`src/rtl/qed_pkg.sv`:
```
// Shared types and default sizes for the QED duplicate sequencer.
// Build option: QED_DUP_INTERLEAVE_EN (see qed_dup_sequencer.sv).
package qed_pkg;
  typedef enum logic [1:0] {ORIG = 2'd0, DUP = 2'd1, DONE = 2'd2} qed_state_e;

  localparam int QED_DEPTH = 16;
  localparam int QED_IW    = 32;
endpackage

```
`src/rtl/qed_sync_fifo.sv`:
```
// Replay FIFO with a first-word-fall-through head. Storage is reset so that the
// head reads 0 straight out of reset.
module qed_sync_fifo #(
  parameter int DEPTH = 16,
  parameter int IW    = 32
) (
  input  logic          clk,
  input  logic          rst_n,
  input  logic          push,
  input  logic          pop,
  input  logic [IW-1:0] din,
  output logic [IW-1:0] head,
  output logic          full,
  output logic          empty,
  output logic          last
);
  localparam int AW = $clog2(DEPTH);

  logic [DEPTH-1:0][IW-1:0] mem;
  logic [AW:0]              wr_ptr, rd_ptr, occ;

  // Pointers carry one extra MSB so full and empty are distinguishable.
  assign occ   = wr_ptr - rd_ptr;
  assign full  = (wr_ptr[AW] != rd_ptr[AW]) && (wr_ptr[AW-1:0] == rd_ptr[AW-1:0]);
  assign empty = (wr_ptr == rd_ptr);
  assign last  = (occ == (AW+1)'(1));
  assign head  = mem[rd_ptr[AW-1:0]];

  always_ff @(posedge clk or negedge rst_n) begin
    if (!rst_n) begin
      wr_ptr <= '0;
      rd_ptr <= '0;
      mem    <= '0;
    end else begin
      if (push && !full) begin
        mem[wr_ptr[AW-1:0]] <= din;
        wr_ptr              <= wr_ptr + 1'b1;
      end
      if (pop && !empty) rd_ptr <= rd_ptr + 1'b1;
    end
  end
endmodule

```
`src/rtl/qed_dup_sequencer.sv`:
```
// Sequences original/duplicate issue for the QED instruction mux.
// Define QED_DUP_INTERLEAVE_EN to let originals and duplicates interleave.
module qed_dup_sequencer
  import qed_pkg::*;
#(
  parameter int DEPTH = QED_DEPTH,
  parameter int IW    = QED_IW,
  parameter int CW    = $clog2(DEPTH) + 1
) (
  input  logic          clk,
  input  logic          rst_n,
  input  logic          ena,
  input  logic          issue_valid,
  input  logic [IW-1:0] qic_instruction,
  input  logic          dup_req,
  output logic          exec_dup,
  output logic [IW-1:0] replay_instr,
  output logic          stall_orig,
  output logic [CW-1:0] orig_count,
  output logic [CW-1:0] dup_count,
  output logic          qed_ready
);
  localparam logic [CW-1:0] CNT_MAX = '1;

  qed_state_e state_q, state_d;
  logic       push, pop, full, empty, last, ready_d;

  qed_sync_fifo #(.DEPTH(DEPTH), .IW(IW)) u_fifo (
    .clk   (clk),
    .rst_n (rst_n),
    .push  (push),
    .pop   (pop),
    .din   (qic_instruction),
    .head  (replay_instr),
    .full  (full),
    .empty (empty),
    .last  (last)
  );

  always_ff @(posedge clk or negedge rst_n) begin
    if (!rst_n) state_q <= ORIG;
    else        state_q <= state_d;
  end

  // A push in the same cycle as the request counts as having an original.
  always_comb begin
    state_d = state_q;
    if (ena) begin
      unique case (state_q)
        ORIG: if ((orig_count != '0 || push) && (dup_req || full)) state_d = DUP;
`ifdef QED_DUP_INTERLEAVE_EN
        DUP: if (!dup_req) begin
          if (empty || (pop && last)) state_d = DONE;
          else if (!pop)              state_d = ORIG;
        end
`else
        DUP:  if (pop && last) state_d = DONE;
`endif
        default: state_d = state_q;
      endcase
    end
  end

  always_comb begin
    exec_dup   = (state_q == DUP);
    stall_orig = full || (state_q == DONE);
    push       = ena && issue_valid && !full  && (state_q == ORIG);
    pop        = ena && issue_valid && !empty && (state_q == DUP);
  end

`ifdef QED_DUP_INTERLEAVE_EN
  assign ready_d = (orig_count == dup_count) && (orig_count != '0);
`else
  // Counts can only match once every duplicate has gone out.
  assign ready_d = (state_q == DONE) && (orig_count == dup_count) && (orig_count != '0);
`endif

  always_ff @(posedge clk or negedge rst_n) begin
    if (!rst_n) begin
      orig_count <= '0;
      dup_count  <= '0;
      qed_ready  <= 1'b0;
    end else begin
      if (push && orig_count != CNT_MAX) orig_count <= orig_count + 1'b1;
      if (pop  && dup_count  != CNT_MAX) dup_count  <= dup_count + 1'b1;
      qed_ready <= ready_d;
    end
  end
endmodule

```
`config.mk`:
```
export PLATFORM = sky130hd
export DESIGN_NAME = qed_dup_sequencer
export DESIGN_NICKNAME = d
export VERILOG_FILES = /design/src/rtl/qed_pkg.sv /design/src/rtl/qed_sync_fifo.sv /design/src/rtl/qed_dup_sequencer.sv
export SDC_FILE = /design/constraint.sdc
export NUM_CORES = 1
export LEC_CHECK = 0
export ABC_CLOCK_PERIOD_IN_PS = 9250
export BUFFER_PORTS_ARGS = -buffer_cell sky130_fd_sc_hd__clkbuf_2
export CAP_MARGIN = 20
export CORE_MARGIN = 10
export CORE_UTILIZATION = 45
export DETAILED_ROUTE_END_ITERATION = 8
export PLACE_DENSITY = 0.62
export SYNTH_ARGS = -nofsm -noshare
export SYNTH_HDL_FRONTEND = slang
export SYNTH_HIERARCHICAL = 1
export SYNTH_SLANG_ARGS = --single-unit
```
`constraint.sdc`:
```
create_clock -name clk -period 9.25 [get_ports clk]
set_clock_uncertainty 0.15 [all_clocks]
set_input_delay 1.85 -clock clk [delete_from_list [all_inputs] [get_ports clk]]
set_output_delay 1.85 -clock clk [all_outputs]
set_load 0.05 [all_outputs]
```
==> impl_metrics.tcl <==
set metrics [dict create \
    status "complete, no violations" \
    die_y_um 253 \
    finalCritPeriodShare_pct 64.9 \
    postCtsResizedCells 0 \
    layout_common_cells "dfrtp_1 (533), mux2_2 (503), mux4_2 (128), clkbuf_2 (80), a22oi_1 (64)" \
    clk_pin_slew_ns 0.06 \
    synth_cells 1528 \
    cts_tree "yes" \
    grt_pass1_wl_mm 89.6 \
    num_vias 13300 \
    grt_pass1_vias 14500 \
    avgSynthCellArea_um2 15.9 \
    drive_above_1_share_pct 53.4 \
    ys_types 46 \
    insertion_delay_ns 0.61 \
    ys_ff_latch 535 \
    switching_share_pct 34.8 \
    final.setup.tns_ns 0 \
    fp-row-count 85 \
    yosysTopAreaCell "dfrtp_1" \
    start_util_pct 45.3 \
    grtUsageTotal_pct 18.3 \
    clockBufferDepth 3 \
    cp-start-kind "register" \
    crit_required_ns 7.25 \
    cp_cell_sequence "buf_4 -> buf_4 -> mux4_2 -> a22oi_1 -> nand2_1 -> clkbuf_2" \
    hpwl_mm 32.3 \
    setup_viol 0 \
    drt_iter0_drc 761 \
    power.density_mw_per_mm2 311 \
    io_pins 82 \
    routedWlPerCell_um 24.8 \
    pwr-share-clk_pct 26.2 \
    yosys-top-cells-area "dfrtp_1 (55%), mux2_2 (23%), mux4_2 (12%), a22oi_1 (2.0%), clkbuf_1 (0.88%)" \
    p_int_w 0.00551 \
    dr.pass1.iters 4 \
    cts_root_buffer "clkbuf_16" \
    fmax_mhz 167 \
    place_congestion 0.734 \
    io_buffer_count 81 \
    slowest_stage "dfrtp_4" \
    synth-edff-count 0 \
    critPathCaptureType "primary output" \
    finalHoldViolCount 0 \
    vias_per_cell 5.77 \
    switchingPower_w 0.00294 \
    hold_class "reg2reg" \
    cts.sinks 535 \
    synthArstFlopShare_pct 100 \
    cp_top_family "buffers and inverters" \
    ant_nets 0 \
    syn_nets 1580 \
    crit_top_cell "buf_4" \
    fin_nets 1623 \
    die_area_mm2 0.0638 \
    drv_slew 0 \
    p_seq_share_pct 39.9 \
    grt_antenna_before_repair 2 \
    hold_slack_ns 0.334 \
    drv_cap 0 \
    ctsHoldBuffers 0 \
    ys.flop_type "dfrtp_1" \
    netlist_area_mm2 0.0244 \
    critPathBufInv 3 \
    cts_made_buffers 57 \
    die_x_um 253 \
    worst_path_largest_cell_delay_ns 0.81 \
    path_class "reg2out" \
    combPwrFrac_pct 33.9 \
    final_common_cell "dfrtp_1" \
    worst_ir_drop_vdd_mv 0.204 \
    yosysSeqAreaShare_pct 55.0 \
    post_cts.repair.setup_buffers 0 \
    relSlewSlack_pct 22.8 \
    ys.warnings.count 6 \
    worst_slew_pin_slew_ns 1.15 \
    overflow 0 \
    period_needed_ns 6.01 \
    htreeDepth 2 \
    arrival_ns 4.01 \
    rsz0062_at_grt "no" \
    crit_path_max_fanout 35 \
    drt-total-wl_mm 57.4 \
    remaining_drc_errors 0 \
    core-area_mm2 0.0537 \
    insertedDiodeCount 0 \
    synth_top_area_share_pct 55.0 \
    area_delta_synth_final_pct 11.3 \
    grt_max_degree 177 \
    p_leak_nw 13.1 \
]
-- cell usage after synthesis, types with 2 or more instances --
| cell type | n |
|---|---|
| nor3_1 | 3 |
| ha_1 | 14 |
| buf_2 | 40 |
| mux2_2 | 503 |
| a211oi_1 | 2 |
| mux4_2 | 128 |
| a21oi_1 | 2 |
| inv_1 | 12 |
| xnor2_1 | 17 |
| clkbuf_1 | 57 |
| and3_1 | 5 |
| nand3_1 | 13 |
| dfrtp_1 | 535 |
| nor4_1 | 2 |
| nor2_1 | 11 |
| a21o_2 | 2 |
| nor4b_4 | 4 |
| xor2_1 | 3 |
| buf_4 | 12 |
| nand2b_1 | 2 |
| nand2_1 | 41 |
| a22oi_1 | 64 |
| mux2_1 | 13 |
| mux2_4 | 2 |
| buf_6 | 13 |
| nand4_1 | 5 |
| buf_1 | 4 |
-- state kept, by name, summed over array words and instances, names as in the netlist --
name / count
qed_ready: 1
orig_count: 5
u_fifo/wr_ptr: 5
u_fifo/mem: 512
state_q: 2
dup_count: 5
u_fifo/rd_ptr: 5
-- path summary, 6_finish.rpt --
kind / from / end / slack (ns) / cells past startpoint
max: u_fifo/rd_ptr[0] / replay_instr[7] / 3.24 / 6
min: u_fifo/mem[329] / u_fifo/mem[329] / 0.33 / 1
max reg2reg: u_fifo/rd_ptr[0] / u_fifo/mem[336] / 4.29 / 10
min reg2reg: u_fifo/mem[329] / u_fifo/mem[329] / 0.33 / 1
max in group asynchronous: rst_n / u_fifo/mem[276] / 6.38 / 2
min in group asynchronous: rst_n / orig_count[1] / 1.10 / 1
-- power by group through the flow --
stage          clock [W]  combinational (W)  sequential (W)
6_report         0.00221            0.00286         0.00337
5_1_grt          0.00237            0.00307         0.00345
3_5_place_dp           0            0.00290         0.00341
2_1_floorplan          0            0.00223         0.00327
4_1_cts          0.00227            0.00291         0.00337
3_3_place_gp           0            0.00285         0.00338
-- metal layers --
layer	GRT usage [%]	share of wire (%)
met1	24.1	44
met2	31.0	50
met3	3.04	4.0
met4	4.34	1.8
met5	0	0.059
-- cell type report --
cell class / count / area, um2
Sequential cell: 535 / 13400
Fill cell: 4437 / 26600
Multi-Input combinational cell: 854 / 10300
Inverter: 13 / 48.8
Tap cell: 696 / 871
Clock inverter: 15 / 109
Clock buffer: 88 / 1720
Timing Repair Buffer: 110 / 658
-- kinds of logic after synthesis --
kind of cell	share of synthesized area [%]
mux	35.8
flops	55.0
buf+inv	2.93
simple gates	2.27
compound gates	2.43
xor+xnor	0.786
fa+ha+maj	0.801
-- stage by stage --
stage | setup WS [ns] | total power [W] | util [%] | std cells | area [um2]
2_1_floorplan | 4.85 | 0.00550 | - | 1528 | 24400
3_3_place_gp | 3.77 | 0.00623 | 47.1 | 2208 | 25300
3_5_place_dp | 3.77 | 0.00631 | 47.1 | 2208 | 25300
4_1_cts | 3.09 | 0.00855 | 50.5 | 2311 | 27100
5_1_grt | 2.86 | 0.00889 | 50.5 | 2311 | 27100
6_report | 3.24 | 0.00844 | 50.5 | 2311 | 27100
Note: power is estimated with default switching activity, not from simulation.
